--- src/rtl/drumbit_pkg.sv ---
// Shared key-event types and constants for the drum keypad datapath.
// Codes above MAX_KEY_CODE are multi-key aliases from the encoder and are never queued.
package drumbit_pkg;

    localparam int NUM_KEYS   = 20;
    localparam int KEY_CODE_W = 5;

    typedef logic [KEY_CODE_W-1:0] key_code_t;

    typedef enum logic [1:0] {
        IDLE    = 2'd0,
        HELD    = 2'd1,
        RELEASE = 2'd2
    } keyq_state_t;

    localparam key_code_t MAX_KEY_CODE = key_code_t'(NUM_KEYS - 1);

    function automatic logic code_ok(input key_code_t code);
        return code <= MAX_KEY_CODE;
    endfunction

endpackage

--- src/rtl/event_fifo.sv ---
// Synchronous FIFO of key codes with a registered head entry; push into empty is visible after one edge.
// A push while full is taken only alongside a pop; the head holds while not popped and keeps its last value when empty.
module event_fifo
    import drumbit_pkg::*;
#(
    parameter int DEPTH = 4
) (
    input  logic                     clk,
    input  logic                     rst,
    input  logic                     i_push,
    input  key_code_t                i_push_dat,
    input  logic                     i_pop,
    output logic                     o_full,
    output logic                     o_empty,
    output logic [$clog2(DEPTH):0]   o_count,
    output key_code_t                o_head
);

    localparam int PTR_W = $clog2(DEPTH);
    localparam logic [PTR_W:0] CNT_ONE  = (PTR_W+1)'(1);
    localparam logic [PTR_W:0] CNT_FULL = (PTR_W+1)'(DEPTH);

    key_code_t          r_mem [DEPTH];
    logic [PTR_W-1:0]   r_rd_ptr;
    logic [PTR_W-1:0]   r_wr_ptr;
    logic [PTR_W:0]     r_count;
    key_code_t          r_head;

    logic [PTR_W-1:0]   w_rd_nxt;
    logic               w_pop;
    logic               w_wr;

    assign o_full   = (r_count == CNT_FULL);
    assign o_empty  = (r_count == '0);
    assign o_count  = r_count;
    assign o_head   = r_head;

    assign w_rd_nxt = r_rd_ptr + 1'b1;
    assign w_pop    = i_pop & ~o_empty;
    // When full, the written slot is the one being popped, so the write is safe.
    assign w_wr     = i_push & (~o_full | w_pop);

    always_ff @(posedge clk) begin
        if (w_wr) begin
            r_mem[r_wr_ptr] <= i_push_dat;
        end
    end

    always_ff @(posedge clk or posedge rst) begin
        if (rst) begin
            r_rd_ptr <= '0;
            r_wr_ptr <= '0;
            r_count  <= '0;
            r_head   <= '0;
        end else begin
            if (w_wr) begin
                r_wr_ptr <= r_wr_ptr + 1'b1;
            end
            if (w_pop) begin
                r_rd_ptr <= w_rd_nxt;
            end
            case ({w_wr, w_pop})
                2'b10:   r_count <= r_count + 1'b1;
                2'b01:   r_count <= r_count - 1'b1;
                default: r_count <= r_count;
            endcase
            // Head reloads from the incoming code when it becomes the only entry.
            if (w_wr && (o_empty || (w_pop && r_count == CNT_ONE))) begin
                r_head <= i_push_dat;
            end else if (w_pop && r_count > CNT_ONE) begin
                r_head <= r_mem[w_rd_nxt];
            end
        end
    end

endmodule

--- src/rtl/key_event_queue.sv ---
// One queued event per key press: edge detect, release-count debounce lockout, code range check, FIFO.
// Event visible the cycle after the strobe is seen in IDLE; consumer backpressure via ev_ready, drops flagged sticky.
module key_event_queue
    import drumbit_pkg::*;
#(
    parameter int DEPTH          = 4,
    parameter int RELEASE_CYCLES = 8,
    parameter int CNT_W          = 4
) (
    input  logic                     clk,
    input  logic                     rst,
    input  logic [KEY_CODE_W-1:0]    key_code,
    input  logic                     key_strobe,
    output logic                     ev_valid,
    output logic [KEY_CODE_W-1:0]    ev_code,
    input  logic                     ev_ready,
    output logic [$clog2(DEPTH):0]   ev_count,
    output logic                     ev_overflow,
    output logic                     ev_badcode,
    input  logic                     clr_flags
);

    localparam logic [CNT_W-1:0] REL_LAST = CNT_W'(RELEASE_CYCLES - 1);

    keyq_state_t        r_state;
    keyq_state_t        w_state_nxt;
    logic [CNT_W-1:0]   r_rel_cnt;
    logic [CNT_W-1:0]   w_rel_cnt_nxt;
    logic               r_overflow;
    logic               r_badcode;

    logic               w_capture;
    logic               w_code_ok;
    logic               w_push_req;
    logic               w_bad_press;
    logic               w_pop;
    logic               w_full;
    logic               w_empty;
    logic               w_push_drop;

    assign w_capture   = (r_state == IDLE) & key_strobe;
    assign w_code_ok   = code_ok(key_code);
    assign w_push_req  = w_capture & w_code_ok;
    assign w_bad_press = w_capture & ~w_code_ok;
    assign w_pop       = ev_valid & ev_ready;
    assign w_push_drop = w_push_req & w_full & ~w_pop;

    assign ev_valid    = ~w_empty;
    assign ev_overflow = r_overflow;
    assign ev_badcode  = r_badcode;

    always_ff @(posedge clk or posedge rst) begin
        if (rst) begin
            r_state   <= IDLE;
            r_rel_cnt <= '0;
        end else begin
            r_state   <= w_state_nxt;
            r_rel_cnt <= w_rel_cnt_nxt;
        end
    end

    always_comb begin
        w_state_nxt   = r_state;
        w_rel_cnt_nxt = r_rel_cnt;
        case (r_state)
            IDLE: begin
                if (key_strobe) begin
                    w_state_nxt = HELD;
                end
            end
            HELD: begin
                if (!key_strobe) begin
                    w_rel_cnt_nxt = '0;
                    // A single required low cycle is already satisfied by this one.
                    if (RELEASE_CYCLES == 1) begin
                        w_state_nxt = IDLE;
                    end else begin
                        w_state_nxt = RELEASE;
                    end
                end
            end
            RELEASE: begin
                if (key_strobe) begin
                    w_rel_cnt_nxt = '0;
                    w_state_nxt   = HELD;
                end else begin
                    w_rel_cnt_nxt = r_rel_cnt + 1'b1;
                    if (w_rel_cnt_nxt == REL_LAST) begin
                        w_state_nxt = IDLE;
                    end
                end
            end
            default: begin
                w_rel_cnt_nxt = '0;
                w_state_nxt   = IDLE;
            end
        endcase
    end

    // A new error in the same cycle as clr_flags takes priority.
    always_ff @(posedge clk or posedge rst) begin
        if (rst) begin
            r_overflow <= 1'b0;
            r_badcode  <= 1'b0;
        end else begin
            if (w_push_drop) begin
                r_overflow <= 1'b1;
            end else if (clr_flags) begin
                r_overflow <= 1'b0;
            end
            if (w_bad_press) begin
                r_badcode <= 1'b1;
            end else if (clr_flags) begin
                r_badcode <= 1'b0;
            end
        end
    end

    event_fifo #(
        .DEPTH(DEPTH)
    ) u_fifo (
        .clk        (clk),
        .rst        (rst),
        .i_push     (w_push_req),
        .i_push_dat (key_code),
        .i_pop      (w_pop),
        .o_full     (w_full),
        .o_empty    (w_empty),
        .o_count    (ev_count),
        .o_head     (ev_code)
    );

endmodule

--- config.mk ---
export PLATFORM = sky130hd
export DESIGN_NAME = key_event_queue
export DESIGN_NICKNAME = d
export VERILOG_FILES = /design/src/rtl/drumbit_pkg.sv /design/src/rtl/event_fifo.sv /design/src/rtl/key_event_queue.sv
export SDC_FILE = /design/constraint.sdc
export NUM_CORES = 1
export LEC_CHECK = 0
export CELL_PAD_IN_SITES_DETAIL_PLACEMENT = 0
export CELL_PAD_IN_SITES_GLOBAL_PLACEMENT = 2
export CORE_MARGIN = 1.5
export CORE_UTILIZATION = 38
export DETAILED_ROUTE_END_ITERATION = 10
export PLACE_DENSITY_LB_ADDON = 0.05
export SLEW_MARGIN = 25
export SYNTH_ARGS = -nofsm -noshare
export SYNTH_HDL_FRONTEND = slang
export SYNTH_SLANG_ARGS = --single-unit
--- constraint.sdc ---
create_clock -name clk -period 2.6 [get_ports clk]
set_input_delay 0.26 -clock clk [delete_from_list [all_inputs] [get_ports clk]]
set_output_delay 0.26 -clock clk [all_outputs]
set_load 0.02 [all_outputs]
== Word-level counts from Yosys, hierarchy flattened ==
Memories as Yosys holds them, arrays and structs flattened.
Index checks and enable logic that the tools add are counted.

* Register bits: 20
* Bits in writable memories: 20
* Output and inout port bits: 11
* Memories: 1

{| class="wikitable"
|+ Memories
! memory !! words !! bits a word !! read ports !! clocked after memory_dff !! wr ports !! RTL line !! RTL
|-
| u_fifo.r_mem || 4 || 5 || 1 || 0 || 1 || event_fifo.sv:23 || <nowiki>key_code_t r_mem [DEPTH];</nowiki>
|}

* $add $sub $neg: 5
* Order comparisons: 2
* Equal/unequal tests: 10
* Muxes and demuxes: 16
* Bitwise gates (word level): 14
* Reductions and logical operators: 12

{| class="wikitable"
|+ Operators by type and width
! kind !! number
|-
| $pmux 4 s3 || 1
|-
| $mux 5 || 2
|-
| $and 1x1->1 || 8
|-
| $mux 2 || 4
|-
| $mux 4 || 2
|-
| $reduce_bool 2->1 || 4
|-
| $pmux 2 s3 || 1
|-
| $pmux 3 s2 || 1
|-
| $le 5x5->1 const B || 1
|-
| $mux 1 || 5
|-
| $not 1->1 || 5
|-
| $add 2x1->2 const B || 2
|-
| $add 4x1->4 const B || 1
|-
| $eq 2x1->1 const B || 2
|-
| $eq 2x2->1 const B || 2
|-
| $eq 4x3->1 const B || 1
|-
| $ne 2x2->1 const B || 2
|-
| $add 3x1->3 const B || 1
|-
| $eq 3x1->1 const B || 1
|-
| $eq 3x3->1 const B || 1
|-
| $gt 3x1->1 const B || 1
|-
| $logic_and 1x1->1 || 3
|-
| $logic_not 3->1 || 1
|-
| $ne 3x3->1 const B || 1
|-
| 6 further kinds || 6
|}

== Logic depth before layout (Yosys ltp) ==
* Depth after elaboration: 8
* Mapped depth: 10
* Gate-level depth less buffers: 10

== Modules after synthesis ==
Synthesis repeated with hierarchy kept, for this count alone.

* Cells, all modules: 171
* Area total of the unflattened synthesis: 2092.0 um2

{| class="wikitable"
|+ Modules (own cells, without submodules)
! module !! instances !! cells an instance !! area each (um2) !! sequential area each (um2)
|-
| event_fifo || 1 || 120 || 1557.7 || 900.9
|-
| key_event_queue || 1 || 51 || 534.3 || 200.2
|}

== Worst setup path before layout ==
Ideal clock, no wire load.

* Path kind: register -> register
* From: reg r_state[1]
* To: reg u_fifo.r_count[2] (netlist: u_fifo.o_count[2])
* Arrival: 1.823 ns
* Data required time: 2.463 ns
* Setup slack: 0.641 ns
* Cell stages (with the launch flop): 10
* Buffers on the path: 1
* Cells stage by stage: dfrtp_1 buf_4 or3b_4 nand2b_4 nor2_4 inv_1 ha_1 mux2i_1 nor2_1 xor2_1

* Longest elaborated chain between the ends: 6

{| class="wikitable"
|+ Ends and longest elaborated chain
! element !! RTL line !! RTL
|-
| start: declaration || key_event_queue.sv:25 || <nowiki>keyq_state_t r_state;</nowiki>
|-
| start signal: assignment || key_event_queue.sv:57 || <nowiki>r_state <= w_state_nxt;</nowiki>
|-
| $logic_not 2->1 (*) || key_event_queue.sv:41 || <nowiki>assign w_capture = (r_state == IDLE) & key_strobe;</nowiki>
|-
| $and 1x1->1 (*) || key_event_queue.sv:41 ||
|-
| $and 1x1->1 (*) || key_event_queue.sv:43 || <nowiki>assign w_push_req = w_capture & w_code_ok;</nowiki>
|-
| $and 1x1->1 (*) || event_fifo.sv:41 || <nowiki>assign w_wr = i_push & (~o_full | w_pop);</nowiki>
|-
| $eq 2x1->1 / $eq 2x2->1 (equally long branches) || event_fifo.sv:62 || <nowiki>case ({w_wr, w_pop})</nowiki>
|-
| $pmux 3 s2 / $reduce_bool 2->1 (equally long branches) || n/a ||
|-
| end signal: assignment || event_fifo.sv:63 || <nowiki>2'b10: r_count <= r_count + 1'b1;</nowiki>
|-
| end signal: assignment || event_fifo.sv:64 || <nowiki>2'b01: r_count <= r_count - 1'b1;</nowiki>
|-
| end signal: assignment || event_fifo.sv:65 || <nowiki>default: r_count <= r_count;</nowiki>
|-
| end: declaration || event_fifo.sv:26 || <nowiki>logic [PTR_W:0] r_count;</nowiki>
|}

Every way passes the cells marked *; elsewhere a longest branch is shown, timed or not.
A chain may end at the register's enable or synchronous reset.

== Worst setup path after layout ==
Ends and elaborated chain as after synthesis.

==> impl_metrics.env <==
export IMPL_finalWirelength_um=3414
export IMPL_skew_ps=4.606
export IMPL_overflow=0
export IMPL_setup_viol=0
export IMPL_leakagePower_nw=0.8997
export IMPL_grt_pass1_wl_um=5720
export IMPL_routedWlPerCell_um=14.47
export IMPL_die_h_um=73.42
export IMPL_hold_path_class="input pin to asynchronous set/reset pin"
export IMPL_crit_chain="or3b_4 > nand2b_4 > nor2_4 > inv_1 > ha_1 > nor2_1 > xor2_1"
export IMPL_most_common_layout_cells="dfrtp_1, clkdlybuf4s50_1, edfxtp_1, nand2_1"
export IMPL_cts_tree="done"
export IMPL_core_um2=4755
export IMPL_placed_cell_area_um2=2176
export IMPL_crit_type="flop to flop"
export IMPL_crit_slowest_cell="dfrtp_1"
export IMPL_ioPinCount=21
export IMPL_ir_worst_vdd_v=0.0005171
export IMPL_insertion_delay_ps=290
export IMPL_period_minus_slack_ps=2075
export IMPL_cts_inserted_buffers=5
export IMPL_ant_nets=0
export IMPL_synth_area_leaders="edfxtp_1, dfrtp_1, ha_1"
export IMPL_cp_top_family="simple AND/OR/NAND/NOR gates"
export IMPL_rows=25
export IMPL_place_port_buffers=20
export IMPL_drc=0
export IMPL_status="finished clean"
export IMPL_num_antenna_cells=0
export IMPL_fmax_mhz=482.0
export IMPL_crit_path_max_fanout=10
export IMPL_rsz0062_at_grt="false"
export IMPL_hold_violations=0
export IMPL_dr_first_iter_drc_count=55
export IMPL_root_buffer="clkbuf_8"
export IMPL_powerDensity_nw_per_um2=923.1
export IMPL_cts_hold_buffers=0
export IMPL_gp_congestion=0.7649
export IMPL_synth_top_area_share=0.3187
export IMPL_path_buf_inv=1
export IMPL_cts_buffer_depth=2
export IMPL_max_stage_delay_ps=480
export IMPL_htree_levels=2
export IMPL_use_met2=0.2273
export IMPL_cp_arrival_ps=2290
export IMPL_grt_use_total=0.1446
export IMPL_die_area_um2=5391
export IMPL_cap_violations=0
export IMPL_required_ps=2810
export IMPL_ys_warn_count=0
export IMPL_synth_cell_types=33
export IMPL_post_cts_buffers=0
export IMPL_critPathLaunchType="flop"
export IMPL_initial_core_util=0.3963
export IMPL_syn_to_final_growth_pct=20.12
export IMPL_utilization=0.4761
export IMPL_hold_worst_slack_ps=419.8
export IMPL_netlist_instances=141
export IMPL_dr_total_vias=1139
export IMPL_ctsResizeCount=0
export IMPL_grt_use_met1=0.1948
export IMPL_crit_path_end_kind="flop"
export IMPL_grt_busiest_layer="met2"
export IMPL_design_area_um2=2263
export IMPL_antenna_found_initial=0
export IMPL_report_final_slew_viol_count=0
export IMPL_cts_sinks=40
export IMPL_syn_area_um2=1884
export IMPL_nNetsFinal=189
export IMPL_clk_pin_slew_worst_paths_ps=80
export IMPL_dp_hpwl_um=2492
export IMPL_dr_pass1_iters=4
export IMPL_dp_worst_setup_slack_ps=283.8
export IMPL_synth_area_leader_cell="edfxtp_1"
export IMPL_timing_slew_headroom=0.4671
export IMPL_synth_area_per_cell_um2=13.36
export IMPL_seq_area_frac_synth=0.5843
export IMPL_setup_slack_ps=525.3
export IMPL_tns_ps=0
export IMPL_use_met3=0.05075
export IMPL_grt_start_max_net_pins=21
export IMPL_drive_gt1_frac=0.1302
export IMPL_tightest_slew_ps=798.4
export IMPL_die_x_um=73.42
export IMPL_ys_ff_latch=40
export IMPL_viasPerCell=4.826
export IMPL_synthesis_nets=162
export IMPL_grt_pass1_vias=1152
export IMPL_final_period_utilization=0.7980
==> logic make-up after synthesis <==
logic type	count (synthesis)	synth area share
buffers and inverters	13	0.02789
DFF	40	0.5843
AOI/OAI and AO/OA	24	0.07703
and+or+nand+nor	35	0.1122
xor gates and xnor gates	6	0.02789
adders and majority gates	11	0.07304
muxes	12	0.09761
==> cell type report <==
class | count | area [µm²]
fill | 448 | 2491
sequential | 40 | 1101
multi-input combinational | 88 | 730.7
timing repair buffer | 23 | 222.7
tap | 67 | 83.83
clock buffer | 5 | 68.82
inverter | 10 | 37.54
clock inverter | 3 | 18.77
==> Yosys cell counts (all sizes together) <==
master	count
nand2b	3
a211o	2
buf	2
o31ai	2
nand3	1
or3b	2
mux2i	6
edfxtp	20
o21ai	12
ha	11
mux4	5
xor2	2
nor4b	1
nor2b	3
a31o	1
and2	5
nand2	14
nor2	5
xnor2	4
or2b	1
inv	10
dfrtp	20
o22ai	1
a21oi	4
o32ai	1
a32oi	1
mux2	1
clkbuf	1
==> through the flow <==
step | power (mW) | instances
6_report | 2.089 | 236
5_1_grt | 2.228 | 236
4_1_cts | 2.121 | 236
3_5_place_dp | 1.715 | 228
3_3_place_gp | 1.686 | 228
2_1_floorplan | 1.425 | 141
==> sequential cells by signal (all words and copies together), names as in the netlist <==
signal	cells
u_fifo.o_head	5
ev_overflow	1
u_fifo.r_rd_ptr	2
u_fifo.o_count	3
r_rel_cnt	4
u_fifo.r_mem	20
u_fifo.r_wr_ptr	2
r_state	2
ev_badcode	1
==> final timing paths <==
check                      depth (start not counted)                  to         start  slack, ps
setup reg to reg                                   7   u_fifo.o_count[2]    r_state[1]        530
hold reg to reg                                    2        r_rel_cnt[2]  r_rel_cnt[2]        550
setup / recovery                                   7   u_fifo.o_count[2]    r_state[1]        530
hold / removal                                     2    u_fifo.o_head[1]           rst        420
min in group clk                                   2        r_rel_cnt[2]  r_rel_cnt[2]        550
max in group asynchronous                          2  u_fifo.r_rd_ptr[1]           rst       1680
==> layer usage <==
| layer | wire [µm] | up-vias |
|---|---|---|
| li1 | - | 553 |
| met1 | 1652 | 560 |
| met2 | 1576 | 22 |
| met3 | 155 | 4 |
| met4 | 30 | 0 |
| met5 | 0 | - |
==> where the power goes <==
group | total (mW) | switching [mW] | internal, mW
Sequential | 0.943 | 0.147 | 0.796
Combinational | 0.743 | 0.348 | 0.394
Clock | 0.404 | 0.219 | 0.185
(Power assumes the default switching activity.)
